### src/rtl/myo_spi_responder_pkg.sv
`default_nettype none
// ============================================================================
//  Module      : myo_spi_pkg
//  Description : Shared constants, FSM state encoding and the frame checksum
//                helper for the myocontrol SPI responder.
//  Revision    : 1.0 - initial release
// ============================================================================
package myo_spi_pkg;

  localparam int WORD_W    = 16;
  // Upper bound on FRAME_WORDS that xor_fold can handle.
  localparam int MAX_WORDS = 64;

  typedef logic [1:0] state_t;
  localparam state_t IDLE       = 2'd0;
  localparam state_t SHIFT      = 2'd1;
  localparam state_t DONE       = 2'd2;
  localparam state_t WAIT_DESEL = 2'd3;

  // XOR of words 0..n_words-2 of a frame (the checksum over the payload).
  function automatic logic [WORD_W-1:0] xor_fold(
    input logic [WORD_W*MAX_WORDS-1:0] frame,
    input int unsigned                 n_words
  );
    logic [WORD_W-1:0] acc;
    acc = '0;
    for (int unsigned i = 0; i < MAX_WORDS; i++) begin
      if (i + 1 < n_words) acc ^= frame[i*WORD_W +: WORD_W];
    end
    return acc;
  endfunction

endpackage
`default_nettype wire

### src/rtl/myo_spi_responder_sync_edge.sv
`default_nettype none
// ============================================================================
//  Module      : myo_spi_sync_edge
//  Description : Multi-flop synchronizer for one asynchronous input followed
//                by a rise/fall pulse detector in the clk domain.
//  Revision    : 1.0 - initial release
//  Ports       : clk_i    fabric clock
//                rst_i    asynchronous active-high reset
//                d_i      asynchronous input
//                level_o  synchronized level
//                rise_o   1-clk pulse on a synchronized 0->1 transition
//                fall_o   1-clk pulse on a synchronized 1->0 transition
// ============================================================================
module myo_spi_sync_edge #(
  parameter int SYNC_STAGES = 2   // must be >= 2
) (
  input  logic clk_i,
  input  logic rst_i,
  input  logic d_i,
  output logic level_o,
  output logic rise_o,
  output logic fall_o
);

  logic [SYNC_STAGES-1:0] sync_q;
  logic                   prev_q;

  // Resetting to 0 makes a held-low ss_n look "still selected" after reset,
  // so the top waits for a real deselect before joining any frame.
  always_ff @(posedge clk_i or posedge rst_i) begin
    if (rst_i) begin
      sync_q <= '0;
      prev_q <= 1'b0;
    end else begin
      sync_q <= {sync_q[SYNC_STAGES-2:0], d_i};
      prev_q <= sync_q[SYNC_STAGES-1];
    end
  end

  assign level_o = sync_q[SYNC_STAGES-1];
  assign rise_o  = sync_q[SYNC_STAGES-1] & ~prev_q;
  assign fall_o  = ~sync_q[SYNC_STAGES-1] & prev_q;

endmodule
`default_nettype wire

### src/rtl/myo_spi_responder.sv
`default_nettype none
// ============================================================================
//  Module      : myo_spi_responder
//  Description : SPI mode-1 slave emulating one myocontrol motor board.
//                Returns a status frame captured from tx_frame at frame start
//                and delivers the received command frame on rx_frame.
//  Revision    : 1.0 - initial release
//  Config      : MYO_SPI_RESPONDER_CHECKSUM_EN - last word of both frames is
//                the XOR of the others; tx checksum is regenerated and rx
//                frames with a bad checksum are rejected.
//  Ports       : clk, reset          fabric clock, async active-high reset
//                sck, ss_n, mosi     asynchronous SPI inputs
//                miso, miso_oe       SPI data out and pad output enable
//                tx_frame            status words, word0 = [15:0] sent first
//                rx_frame            last accepted command frame
//                rx_valid/frame_err  1-clk accept / reject pulses
//                busy                high while a frame is in progress
// ============================================================================
module myo_spi_responder
  import myo_spi_pkg::*;
#(
  parameter int FRAME_WORDS = 12,
  parameter int SYNC_STAGES = 2
) (
  input  logic                          clk,
  input  logic                          reset,
  input  logic                          sck,
  input  logic                          ss_n,
  input  logic                          mosi,
  output logic                          miso,
  output logic                          miso_oe,
  input  logic [WORD_W*FRAME_WORDS-1:0] tx_frame,
  output logic [WORD_W*FRAME_WORDS-1:0] rx_frame,
  output logic                          rx_valid,
  output logic                          frame_err,
  output logic                          busy
);

  localparam int FW_BITS = WORD_W * FRAME_WORDS;
  localparam int WCNT_W  = $clog2(FRAME_WORDS + 1);
  localparam logic [WCNT_W-1:0] WCNT_FULL = WCNT_W'(FRAME_WORDS);

  logic w_sck_rise, w_sck_fall;
  logic w_ss_lvl, w_ss_rise;
  logic w_mosi_lvl;

  myo_spi_sync_edge #(.SYNC_STAGES(SYNC_STAGES)) u_sync_sck (
    .clk_i(clk), .rst_i(reset), .d_i(sck),
    .level_o(), .rise_o(w_sck_rise), .fall_o(w_sck_fall)
  );

  myo_spi_sync_edge #(.SYNC_STAGES(SYNC_STAGES)) u_sync_ss (
    .clk_i(clk), .rst_i(reset), .d_i(ss_n),
    .level_o(w_ss_lvl), .rise_o(w_ss_rise), .fall_o()
  );

  myo_spi_sync_edge #(.SYNC_STAGES(SYNC_STAGES)) u_sync_mosi (
    .clk_i(clk), .rst_i(reset), .d_i(mosi),
    .level_o(w_mosi_lvl), .rise_o(), .fall_o()
  );

  state_t              state_q, state_d;
  logic [3:0]          bitcnt_q, bitcnt_d;
  logic [WCNT_W-1:0]   wordcnt_q, wordcnt_d;
  logic                overrun_q, overrun_d;
  logic [FW_BITS-1:0]  shadow_q, shadow_d;
  logic [WORD_W-1:0]   rxsh_q, rxsh_d;
  logic [FW_BITS-1:0]  staging_q, staging_d;
  logic [FW_BITS-1:0]  rx_frame_q, rx_frame_d;
  logic                rx_valid_q, rx_valid_d;
  logic                frame_err_q, frame_err_d;
  logic                miso_q, miso_d;
  logic                oe_q, oe_d;
  logic                busy_q, busy_d;

  logic [FW_BITS-1:0]  w_tx_latch;
  logic                w_csum_ok;
  logic                w_good;
  logic [WORD_W-1:0]   w_shift_word;

`ifdef MYO_SPI_RESPONDER_CHECKSUM_EN
  logic [WORD_W*MAX_WORDS-1:0] w_tx_ext;
  logic [WORD_W*MAX_WORDS-1:0] w_stg_ext;
  assign w_tx_ext   = (WORD_W*MAX_WORDS)'(tx_frame);
  assign w_stg_ext  = (WORD_W*MAX_WORDS)'(staging_q);
  assign w_tx_latch = {xor_fold(w_tx_ext, FRAME_WORDS), tx_frame[FW_BITS-WORD_W-1:0]};
  assign w_csum_ok  = (xor_fold(w_stg_ext, FRAME_WORDS) == staging_q[FW_BITS-1 -: WORD_W]);
`else
  assign w_tx_latch = tx_frame;
  assign w_csum_ok  = 1'b1;
`endif

  assign w_good       = (bitcnt_q == 4'd0) && (wordcnt_q == WCNT_FULL) && !overrun_q && w_csum_ok;
  assign w_shift_word = {rxsh_q[WORD_W-2:0], w_mosi_lvl};

  always_comb begin
    state_d     = state_q;
    bitcnt_d    = bitcnt_q;
    wordcnt_d   = wordcnt_q;
    overrun_d   = overrun_q;
    shadow_d    = shadow_q;
    rxsh_d      = rxsh_q;
    staging_d   = staging_q;
    rx_frame_d  = rx_frame_q;
    rx_valid_d  = 1'b0;
    frame_err_d = 1'b0;
    miso_d      = miso_q;
    oe_d        = oe_q;
    busy_d      = busy_q;

    case (state_q)
      IDLE: begin
        // IDLE is only entered with ss_n deselected, so a low level here is
        // a new fall; the level test also catches a fall during DONE.
        if (!w_ss_lvl) begin
          state_d   = SHIFT;
          shadow_d  = w_tx_latch;
          bitcnt_d  = 4'd0;
          wordcnt_d = '0;
          overrun_d = 1'b0;
          miso_d    = 1'b0;
          oe_d      = 1'b1;
          busy_d    = 1'b1;
        end
      end

      SHIFT: begin
        if (w_ss_rise) begin
          state_d = DONE;
        end else begin
          if (w_sck_rise) begin
            // {wordcnt, ~bitcnt} == wordcnt*16 + (15 - bitcnt) for 16-bit words
            miso_d = (wordcnt_q == WCNT_FULL) ? 1'b0 : shadow_q[{wordcnt_q, ~bitcnt_q}];
          end
          if (w_sck_fall) begin
            if (wordcnt_q == WCNT_FULL) begin
              overrun_d = 1'b1;
            end else begin
              rxsh_d   = w_shift_word;
              bitcnt_d = bitcnt_q + 4'd1;
              if (bitcnt_q == 4'd15) begin
                staging_d[int'(wordcnt_q)*WORD_W +: WORD_W] = w_shift_word;
                wordcnt_d = wordcnt_q + 1'b1;
              end
            end
          end
        end
      end

      DONE: begin
        state_d = IDLE;
        miso_d  = 1'b0;
        oe_d    = 1'b0;
        busy_d  = 1'b0;
        if (w_good) begin
          rx_frame_d = staging_q;
          rx_valid_d = 1'b1;
        end else begin
          frame_err_d = 1'b1;
        end
      end

      default: begin  // WAIT_DESEL: never join a frame already in progress
        if (w_ss_lvl) state_d = IDLE;
      end
    endcase
  end

  always_ff @(posedge clk or posedge reset) begin
    if (reset) begin
      state_q     <= WAIT_DESEL;
      bitcnt_q    <= 4'd0;
      wordcnt_q   <= '0;
      overrun_q   <= 1'b0;
      shadow_q    <= '0;
      rxsh_q      <= '0;
      staging_q   <= '0;
      rx_frame_q  <= '0;
      rx_valid_q  <= 1'b0;
      frame_err_q <= 1'b0;
      miso_q      <= 1'b0;
      oe_q        <= 1'b0;
      busy_q      <= 1'b0;
    end else begin
      state_q     <= state_d;
      bitcnt_q    <= bitcnt_d;
      wordcnt_q   <= wordcnt_d;
      overrun_q   <= overrun_d;
      shadow_q    <= shadow_d;
      rxsh_q      <= rxsh_d;
      staging_q   <= staging_d;
      rx_frame_q  <= rx_frame_d;
      rx_valid_q  <= rx_valid_d;
      frame_err_q <= frame_err_d;
      miso_q      <= miso_d;
      oe_q        <= oe_d;
      busy_q      <= busy_d;
    end
  end

  assign miso      = miso_q;
  assign miso_oe   = oe_q;
  assign busy      = busy_q;
  assign rx_frame  = rx_frame_q;
  assign rx_valid  = rx_valid_q;
  assign frame_err = frame_err_q;

endmodule
`default_nettype wire
### config.mk
export PLATFORM = sky130hd
export DESIGN_NAME = myo_spi_responder
export DESIGN_NICKNAME = d
export VERILOG_FILES = /design/src/rtl/myo_spi_responder_pkg.sv /design/src/rtl/myo_spi_responder_sync_edge.sv /design/src/rtl/myo_spi_responder.sv
export SDC_FILE = /design/constraint.sdc
export NUM_CORES = 1
export LEC_CHECK = 0
export CAP_MARGIN = 10
export CELL_PAD_IN_SITES_DETAIL_PLACEMENT = 1
export CELL_PAD_IN_SITES_GLOBAL_PLACEMENT = 1
export CORE_UTILIZATION = 46
export CTS_BUF_LIST = sky130_fd_sc_hd__clkbuf_4
export CTS_CLUSTER_SIZE = 8
export DETAILED_ROUTE_END_ITERATION = 7
export GPL_TIMING_DRIVEN = 0
export HOLD_SLACK_MARGIN = 0.1
export PLACE_DENSITY = 0.85
export SYNTH_ARGS = -nofsm -noshare
export SYNTH_HDL_FRONTEND = slang
export SYNTH_SLANG_ARGS = --single-unit
### constraint.sdc
create_clock -name clk -period 52 [get_ports clk]
set_input_delay 5.2 -clock clk [delete_from_list [all_inputs] [get_ports clk]]
set_output_delay 5.2 -clock clk [all_outputs]
set_load 0.05 [all_outputs]
==> results of run 1 <==
[registers in the layout (all words and copies together) (netlist names)]
register	cells
rx_frame	192
shadow_q	192
staging_q	192
rxsh_q	15
bitcnt_q	4
wordcnt_q	4
state_q	2
u_sync_mosi.sync_q	2
u_sync_sck.sync_q	2
u_sync_ss.sync_q	2
busy	1
frame_err	1
miso	1
overrun_q	1
rx_valid	1
u_sync_sck.prev_q	1
u_sync_ss.prev_q	1
[cells in the mapped netlist (7+ instances only)]
cell type	count	area share [%]
nand2_1	1232	18
dfrtp_1	612	61
o21ai_0	128	2.6
clkbuf_1	112	1.7
mux2_2	73	3.3
inv_1	44	0.66
nand3_1	43	0.86
mux4_2	42	3.8
o31ai_1	31	0.93
mux2i_1	22	0.88
buf_2	16	0.32
nor2_1	16	0.24
a21oi_1	15	0.30
and2_1	14	0.35
o21ai_1	14	0.28
nand4_1	10	0.25
nor3_1	10	0.20
buf_1	9	0.13
ha_1	9	0.45
or3_1	9	0.22
buf_6	8	0.36
nor2b_1	8	0.20
a22oi_1	7	0.21
[cell type report]
cell class | instances | area, sq um
Antenna cell | 3 | 7.51
Buffer | 151 | 667
Clock buffer | 250 | 1880
Clock inverter | 33 | 251
Fill cell | 6023 | 21700
Inverter | 47 | 184
Multi-Input combinational cell | 1740 | 8900
Sequential cell | 614 | 15400
Tap cell | 696 | 871
Timing Repair Buffer | 399 | 4080
[kinds of logic (layout without fill, tap and decap cells)]
group | Yosys count | count (layout)
XOR/XNOR | 2 | 2
adder cells (fa/ha/maj) | 9 | 9
multiplexers | 144 | 144
buffers and inverters | 198 | 880
other | 0 | 3
AND/OR/NAND/NOR | 1369 | 1369
AO/OA/AOI/OAI | 216 | 216
flip-flops | 614 | 614
[stage by stage]
stage	instances	hold WS [ps]	cell area (sq um)
6_report	3933	348	32200
5_1_grt	3933	370	32200
4_1_cts	3929	352	32200
3_5_place_dp	3646	340	30100
3_3_place_gp	3641	335	29900
2_1_floorplan	2552	331	25100
[path summary, 6_finish.rpt]
path	start	endpoint	slack [ps]
min reg2reg	u_sync_sck.sync_q[0]	u_sync_sck.sync_q[1]	350
max in group asynchronous	reset	shadow_q[42]	46090
min	u_sync_sck.sync_q[0]	u_sync_sck.sync_q[1]	350
max reg2reg	bitcnt_q[1]	rx_frame[24]	47940
min in group asynchronous	reset	shadow_q[143]	4760
max	busy	miso_oe	44460
[power by group through the flow]
stage / clock (W) / sequential, W / combinational [W]
after floorplan: 0 / 0.000596 / 0.000190
after global placement: 0 / 0.000605 / 0.000264
after detailed placement: 0 / 0.000612 / 0.000280
after CTS: 0.000451 / 0.000606 / 0.000286
after global routing: 0.000477 / 0.000614 / 0.000313
final: 0.000443 / 0.000608 / 0.000284
[routing by layer]
layer	track usage [%]	vias up	routed length (um)
met5	0	-	0
met4	14.9	0	3570
met3	6.99	232	4650
met2	54.0	740	43200
met1	36.9	10800	33000
li1	-	9461	-
==> impl_metrics.env, run 1 <==
export IMPL_status="completed"
export IMPL_die_h_um=236
export IMPL_core_area_sq_um=53900
export IMPL_synth_main_ff_cell="dfrtp_1"
export IMPL_layout_common_cells="nand2_1 (1,232), dfrtp_1 (612), clkdlybuf4s50_1 (393)"
export IMPL_start_util_pct=46.6
export IMPL_synth_xor_area_share_pct=0.0697
export IMPL_peakVddDrop_v=0.0000243
export IMPL_yosys_area_share_simple_pct=21.7
export IMPL_fmax_mhz=133
export IMPL_p_leak_nw=15.8
export IMPL_slowest_stage="clkdlybuf4s50_1"
export IMPL_p_comb_share_pct=21.3
export IMPL_worst_ep_arrival_time_ps=2340
export IMPL_max_cap_violations=0
export IMPL_fin_tns_setup_ps=0
export IMPL_cts_hold_buffers=0
export IMPL_synthMuxAreaShare_pct=8.29
export IMPL_synth_cell_types=54
export IMPL_rsz0062_at_grt="false"
export IMPL_max_stage_delay_ps=780
export IMPL_routedWlPerCell_um=21.4
export IMPL_path_cells="buf_4, clkdlybuf4s50_1"
export IMPL_critPathKind="flip-flop to output pin"
export IMPL_cts_sinks=614
export IMPL_syn_num_nets=2758
export IMPL_clk_latency_ps=1030
export IMPL_area_growth_pct=28.2
export IMPL_setup_violations=0
export IMPL_grt_pass1_vias=23400
export IMPL_p_sw_w=0.000423
export IMPL_relSlewSlack_pct=28.1
export IMPL_drtPass1Iterations=7
export IMPL_grt_overflow=0
export IMPL_final_core_util_pct=59.7
export IMPL_critPathBufInv=2
export IMPL_synth_top_family_by_area="simple AND/OR/NAND/NOR gates"
export IMPL_grt_max_degree=137
export IMPL_place_hpwl_um=59900
export IMPL_end_kind="output pin"
export IMPL_hold_depth=0
export IMPL_avgSynthCellArea_sq_um=9.84
export IMPL_p_clk_share_pct=33.2
export IMPL_intPower_w=0.000912
export IMPL_p_total_w=0.00133
export IMPL_finalHoldViolCount=0
export IMPL_die_area_sq_um=55500
export IMPL_worstPathMaxFanout=4
export IMPL_drv_slew=0
export IMPL_via_count=21200
export IMPL_synth_edff_count=0
export IMPL_r2r_cells=13
export IMPL_period_needed_ps=7540
export IMPL_die_x_um=236
export IMPL_ctsResizeCount=0
export IMPL_port_buffers=393
export IMPL_yosysWarnings=0
export IMPL_cp_required_ps=46800
export IMPL_ios=394
export IMPL_setup_ws_ps=44460
export IMPL_drt_wl_total_um=84400
export IMPL_drt_iter0_drc=1221
export IMPL_fp_row_count=85
export IMPL_ys_seq_elements=614
export IMPL_via_per_inst=5.39
export IMPL_cts_buffer_depth=3
export IMPL_layout_commonest_cell="nand2_1"
export IMPL_postCtsSetupRepairBufs=0
export IMPL_powerDensity_nw_per_um2=41.4
export IMPL_antenna_found_initial=4
export IMPL_fin_nets=3322
export IMPL_cts_max_level=4
export IMPL_synth_compound_area_share_pct=4.96
export IMPL_postSynthCellCount=2552
export IMPL_async_flop_share_pct=100
export IMPL_numCtsBuffers=163
export IMPL_worst_slew_pin_slew_ps=1080
export IMPL_cp_num_cells=2
export IMPL_drc=0
export IMPL_grtUsageTotal_pct=31.2
export IMPL_cts_root_buf="clkbuf_4"
export IMPL_sw_frac_of_total_pct=31.7
export IMPL_synthAdderAreaFrac_pct=0.448
export IMPL_grt_pass1_wl_um=133000
export IMPL_start_kind="flip-flop"
export IMPL_ant_nets=0
export IMPL_fin_skew_ps=62.3
export IMPL_clk_pin_slew_worst_paths_ps=70
export IMPL_yosysSeqAreaShare_pct=61.2
export IMPL_cts_tree="yes"
export IMPL_path_delay_family="buffers and inverters"
export IMPL_drive_above_1_share_pct=13.3
export IMPL_hp_class="flip-flop to flip-flop"
export IMPL_place_gp_congestion=0.851
export IMPL_finalCritPeriodShare_pct=14.5
export IMPL_synth_area_sq_um=25100
export IMPL_p_seq_share_pct=45.5
export IMPL_pre_cts_ws_ps=45030
(Power assumes the default switching activity.)
==> inputs of run 2 (changes only) <==
--- a/config.mk
+++ b/config.mk
@@ -8,13 +8,13 @@
 export CAP_MARGIN = 10
 export CELL_PAD_IN_SITES_DETAIL_PLACEMENT = 1
 export CELL_PAD_IN_SITES_GLOBAL_PLACEMENT = 1
-export CORE_UTILIZATION = 46
+export CORE_UTILIZATION = 43
 export CTS_BUF_LIST = sky130_fd_sc_hd__clkbuf_4
 export CTS_CLUSTER_SIZE = 8
 export DETAILED_ROUTE_END_ITERATION = 7
 export GPL_TIMING_DRIVEN = 0
 export HOLD_SLACK_MARGIN = 0.1
-export PLACE_DENSITY = 0.85
+export PLACE_DENSITY = 0.8
 export SYNTH_ARGS = -nofsm -noshare
 export SYNTH_HDL_FRONTEND = slang
 export SYNTH_SLANG_ARGS = --single-unit
==> constraint.sdc (replaced) <==
create_clock -name clk -period 7.6 [get_ports clk]
set_input_delay 0.76 -clock clk [delete_from_list [all_inputs] [get_ports clk]]
set_output_delay 0.76 -clock clk [all_outputs]
set_load 0.05 [all_outputs]
==> run 2 against run 1 <==
Net effect:
- via count down 1.9%
- largest cell class unchanged
- critical path depth up 10
- power rose to 6.8 times the previous value
- largest power group unchanged
- combinational power increased to 6.8 times the previous value
- final area up 0.70%
==> impl_metrics.env, run 2 (same netlist as run 1, synthesis figures left out) <==
export IMPL_status="completed"
export IMPL_fp_row_count=88
export IMPL_crit_path_frequent_cell="nand2_1"
export IMPL_worst_slew_pin_slew_ps=1070
export IMPL_ios=394
export IMPL_max_stage_delay_ps=740
export IMPL_cp_required_ps=8510
export IMPL_rsz0062_at_grt="false"
export IMPL_seq_area_sq_um=15400
export IMPL_worst_ep_arrival_time_ps=5040
export IMPL_powerDensity_nw_per_um2=280
export IMPL_peakVddDrop_v=0.000167
export IMPL_pre_cts_ws_ps=3580
export IMPL_cts_buffer_depth=3
export IMPL_core_area_sq_um=57700
export IMPL_die_h_um=244
export IMPL_place_hpwl_um=61800
export IMPL_via_count=20800
export IMPL_multi_input_area_sq_um=8910
export IMPL_hp_class="primary input to flip-flop"
export IMPL_postCtsSetupRepairBufs=0
export IMPL_numCtsBuffers=162
export IMPL_die_x_um=244
export IMPL_nFillCells=6521
export IMPL_relSlewSlack_pct=28.4
export IMPL_area_growth_pct=29.1
export IMPL_cts_hold_buffers=0
export IMPL_cts_tree="yes"
export IMPL_fin_nets=3331
export IMPL_ctsResizeCount=0
export IMPL_drtPass1Iterations=5
export IMPL_fin_hold_ws_ps=230
export IMPL_layout_commonest_cell="nand2_1"
export IMPL_clk_latency_ps=1010
export IMPL_place_gp_congestion=0.841
export IMPL_hold_depth=1
export IMPL_cts_max_level=4
export IMPL_drive_above_1_share_pct=13.5
export IMPL_max_cap_violations=0
export IMPL_r2r_cells=12
export IMPL_grt_pass1_vias=23000
export IMPL_grt_overflow=0
export IMPL_drv_slew=0
export IMPL_finalCritPeriodShare_pct=54.3
export IMPL_drt_iter0_drc=1196
export IMPL_setup_ws_ps=3470
export IMPL_layout_common_cells="nand2_1 (1,232), dfrtp_1 (612), clkdlybuf4s50_1 (393)"
export IMPL_period_needed_ps=4130
export IMPL_cts_root_buf="clkbuf_4"
export IMPL_drt_wl_total_um=83900
export IMPL_grt_pass1_wl_um=132000
export IMPL_critPathKind="flip-flop to flip-flop"
export IMPL_fmax_mhz=242
export IMPL_start_kind="flip-flop"
export IMPL_ant_nets=0
export IMPL_cts_sinks=614
export IMPL_start_util_pct=43.5
export IMPL_fin_skew_ps=65.4
export IMPL_drc=0
export IMPL_grt_max_degree=46
export IMPL_port_buffers=393
export IMPL_routedWlPerCell_um=21.0
export IMPL_finalHoldViolCount=0
export IMPL_worstPathMaxFanout=10
export IMPL_antenna_found_initial=2
export IMPL_end_kind="flip-flop"
export IMPL_die_area_sq_um=59400
export IMPL_final_core_util_pct=56.2
export IMPL_via_per_inst=5.20
export IMPL_grtUsageTotal_pct=29.1
export IMPL_clk_pin_slew_worst_paths_ps=80
export IMPL_p_leak_nw=15.8
export IMPL_path_cells="buf_6, buf_6, buf_2, buf_2, inv_1, ha_1, and4b_1, nand2_1, clkbuf_1, clkbuf_1, nand2_1, nand2_1"
export IMPL_setup_violations=0
export IMPL_slowest_stage="clkbuf_1"
## run 2: cell types whose count changed in the layout (fill, tap and decap cells not counted), sizes merged
cell      change
buf          +11
clkinv        -9
clkbuf        -6
bufinv        +1
clkinvlp      +1
inv           -1
## run 2: worst paths after layout
path | from | slack, ps | endpoint
max in group asynchronous | reset | 5740 | shadow_q[172]
worst min register to register | u_sync_mosi.sync_q[0] | 350 | u_sync_mosi.sync_q[1]
worst min-delay path | mosi | 230 | u_sync_mosi.sync_q[0]
worst max register to register | bitcnt_q[1] | 3470 | rx_frame[34]
min in group asynchronous | reset | 300 | rx_frame[17]
worst max-delay path | bitcnt_q[1] | 3470 | rx_frame[34]
## run 2: area by class of cell
type	count	area share, %
diodes	3	0.0231
multi-input cells	1740	27.5
plain buffers	151	2.06
clock buffers	245	5.67
clock inverters	25	0.768
flip-flops and latches	614	47.4
well taps	765	2.95
inverters	47	0.556
repair buffers	409	13.1
## run 2: worst max-delay path, delay by kind of cell (launching register included)
family                   cells  cell delay (ps)
adder cells (fa/ha/maj)      1              200
AND/OR/NAND/NOR              4              770
buffers and inverters        7             2670
flip-flops                   1              370
## run 2: per-layer routing
layer / up-vias / global-route usage, % / share of wire (%) / wire (um)
li1: 9457 / - / - / -
met1: 10600 / 35.3 / 40 / 33700
met2: 638 / 49.9 / 51 / 42800
met3: 158 / 6.84 / 5.2 / 4350
met4: 0 / 11.9 / 3.6 / 3040
met5: - / 0 / 0 / 0
## run 2: through the flow
stage | power [W] | TNS, ps | instance area, sq um | cells
after floorplan | 0.00538 | -940900 | 25100 | 2552
after global placement | 0.00597 | -2924590 | 30000 | 3710
after detailed placement | 0.00612 | 0 | 30300 | 3726
after CTS | 0.00916 | 0 | 32400 | 3996
after global routing | 0.00957 | 0 | 32400 | 3999
final | 0.00908 | 0 | 32400 | 3999
## run 2: power breakdown
group / internal (W) / total (W) / switching [W]
combinational: 0.000824 / 0.00194 / 0.00111
sequential: 0.00380 / 0.00414 / 0.000340
clock: 0.00163 / 0.00300 / 0.00137
==> inputs of run 3 (changes only) <==
==> constraint.sdc (replaced) <==
create_clock -name clk -period 4.3 [get_ports clk]
set_input_delay 0.43 -clock clk [delete_from_list [all_inputs] [get_ports clk]]
set_output_delay 0.43 -clock clk [all_outputs]
set_load 0.05 [all_outputs]
==> run 3 against run 2 <==
Net effect:
- sequential power is 83% higher
- global-route usage is 5.1 points higher
- core utilization is 3.4 points higher
- first-iteration DRC count is 42% higher
- power is 90% higher
- critical path type unchanged
==> impl_metrics.env, run 3 (same netlist as run 1, synthesis figures left out) <==
export IMPL_p_seq_share_pct=44.1
export IMPL_start_kind="flip-flop"
export IMPL_cts_root_buf="clkbuf_4"
export IMPL_rsz0062_at_grt="false"
export IMPL_antenna_found_initial=9
export IMPL_place_gp_congestion=0.841
export IMPL_via_count=23100
export IMPL_grt_max_degree=46
export IMPL_peakVddDrop_v=0.000351
export IMPL_finalHoldViolCount=0
export IMPL_die_area_sq_um=59400
export IMPL_hp_class="flip-flop to flip-flop"
export IMPL_drt_iter0_drc=1702
export IMPL_place_hpwl_um=61800
export IMPL_drive_above_1_share_pct=12.7
export IMPL_worst_slew_pin_slew_ps=1060
export IMPL_worst_ep_arrival_time_ps=5160
export IMPL_area_growth_pct=37.0
export IMPL_status="completed"
export IMPL_p_clk_share_pct=32.2
export IMPL_layout_common_cells="nand2_1 (1,232), dfrtp_1 (612), clkdlybuf4s50_1 (393)"
export IMPL_grtUsageTotal_pct=34.3
export IMPL_fin_nets=3527
export IMPL_setup_violations=0
export IMPL_layout_commonest_cell="nand2_1"
export IMPL_postCtsSetupRepairBufs=0
export IMPL_port_buffers=393
export IMPL_p_comb_share_pct=23.7
export IMPL_sw_frac_of_total_pct=35.1
export IMPL_drv_slew=0
export IMPL_max_cap_violations=0
export IMPL_fin_tns_setup_ps=0
export IMPL_drc=0
export IMPL_drt_wl_total_um=104000
export IMPL_nFillCells=6433
export IMPL_via_per_inst=5.50
export IMPL_post_place_cells=3726
export IMPL_fmax_mhz=237
export IMPL_powerDensity_nw_per_um2=500
export IMPL_numCtsBuffers=162
export IMPL_end_kind="flip-flop"
export IMPL_critPathKind="flip-flop to flip-flop"
export IMPL_layout_cells_non_filler=4203
export IMPL_p_leak_nw=16.6
export IMPL_worstPathMaxFanout=10
export IMPL_grt_pass1_vias=25600
export IMPL_routedWlPerCell_um=24.6
export IMPL_finalCritPeriodShare_pct=98.2
export IMPL_ant_nets=0
export IMPL_intPower_w=0.0112
export IMPL_relSlewSlack_pct=29.3
export IMPL_fin_skew_ps=73.7
export IMPL_multi_input_area_sq_um=8910
export IMPL_start_util_pct=43.5
export IMPL_die_x_um=244
export IMPL_r2r_setup_slack_ps=80
export IMPL_clk_pin_slew_worst_paths_ps=80
export IMPL_cts_sinks=614
export IMPL_period_needed_ps=4220
export IMPL_ios=394
export IMPL_fp_row_count=88
export IMPL_cts_max_level=4
export IMPL_cts_tree="yes"
export IMPL_grt_pass1_wl_um=152000
export IMPL_p_sw_w=0.00604
export IMPL_core_area_sq_um=57700
export IMPL_clk_latency_ps=1070
export IMPL_grt_overflow=0
export IMPL_drtPass1Iterations=5
export IMPL_seq_area_sq_um=15400
export IMPL_cts_buffer_depth=3
export IMPL_cp_required_ps=5230
export IMPL_die_h_um=244
-- run 3: path summary, 6_finish.rpt --
check	startpoint	endpoint	cells after the start
worst min-delay path	u_sync_mosi.sync_q[0]	u_sync_mosi.sync_q[1]	0
worst max-delay path	bitcnt_q[1]	rx_frame[34]	12
worst max register to register	bitcnt_q[1]	rx_frame[34]	12
worst min register to register	u_sync_mosi.sync_q[0]	u_sync_mosi.sync_q[1]	0
min in group asynchronous	reset	rx_frame[17]	3
max in group asynchronous	reset	shadow_q[160]	7
-- run 3: layout make-up --
class | count | share of cell area (%)
sequential | 614 | 44.7
multi-input combinational | 1740 | 25.9
timing repair buffer | 605 | 18.1
clock buffer | 245 | 5.34
tap | 765 | 2.78
buffer | 151 | 1.94
clock inverter | 25 | 0.724
inverter | 47 | 0.524
antenna | 11 | 0.0800
-- run 3: power by group through the flow --
stage	clock [W]	sequential (W)	combinational, W
after floorplan	0	0.00721	0.00230
after global placement	0	0.00733	0.00322
after detailed placement	0	0.00740	0.00342
after CTS	0.00542	0.00730	0.00361
after global routing	0.00588	0.00760	0.00431
final	0.00554	0.00759	0.00408
-- run 3: metal layers --
layer	track usage [%]	vias up	wire [um]
met5	0	-	13
met4	21.3	2	6940
met3	8.65	447	7390
met2	58.7	1198	52100
met1	38.2	11600	37200
li1	-	9860	-
-- run 3: per-stage QoR --
step | cell area (sq um) | total power (W) | worst slack [ps] | hold WS [ps] | utilization (%)
after global routing | 34400 | 0.0178 | 17.2 | 363 | 59.6
after detailed placement | 30300 | 0.0108 | 284 | 336 | 52.6
after global placement | 30000 | 0.0105 | -7800 | 337 | 52.0
after CTS | 34400 | 0.0163 | 232 | 343 | 59.6
after floorplan | 25100 | 0.00951 | -4510 | 331 | -
final | 34400 | 0.0172 | 78.8 | 349 | 59.6
-- run 3: critical path, stage by stage (launching register included) --
cell	delay (ps)
dfrtp_1	370
buf_6	210
buf_6	220
buf_2	430
buf_2	430
inv_1	100
ha_1	210
and4b_1	240
nand2_1	220
clkbuf_1	750
clkbuf_1	610
nand2_1	190
nand2_1	130
-- run 3: timing repair --
action / 4_1_cts / 5_1_grt
hold endpoints to repair: 228 / 0
resized for setup: 0 / 0
hold buffers: 196 / 0
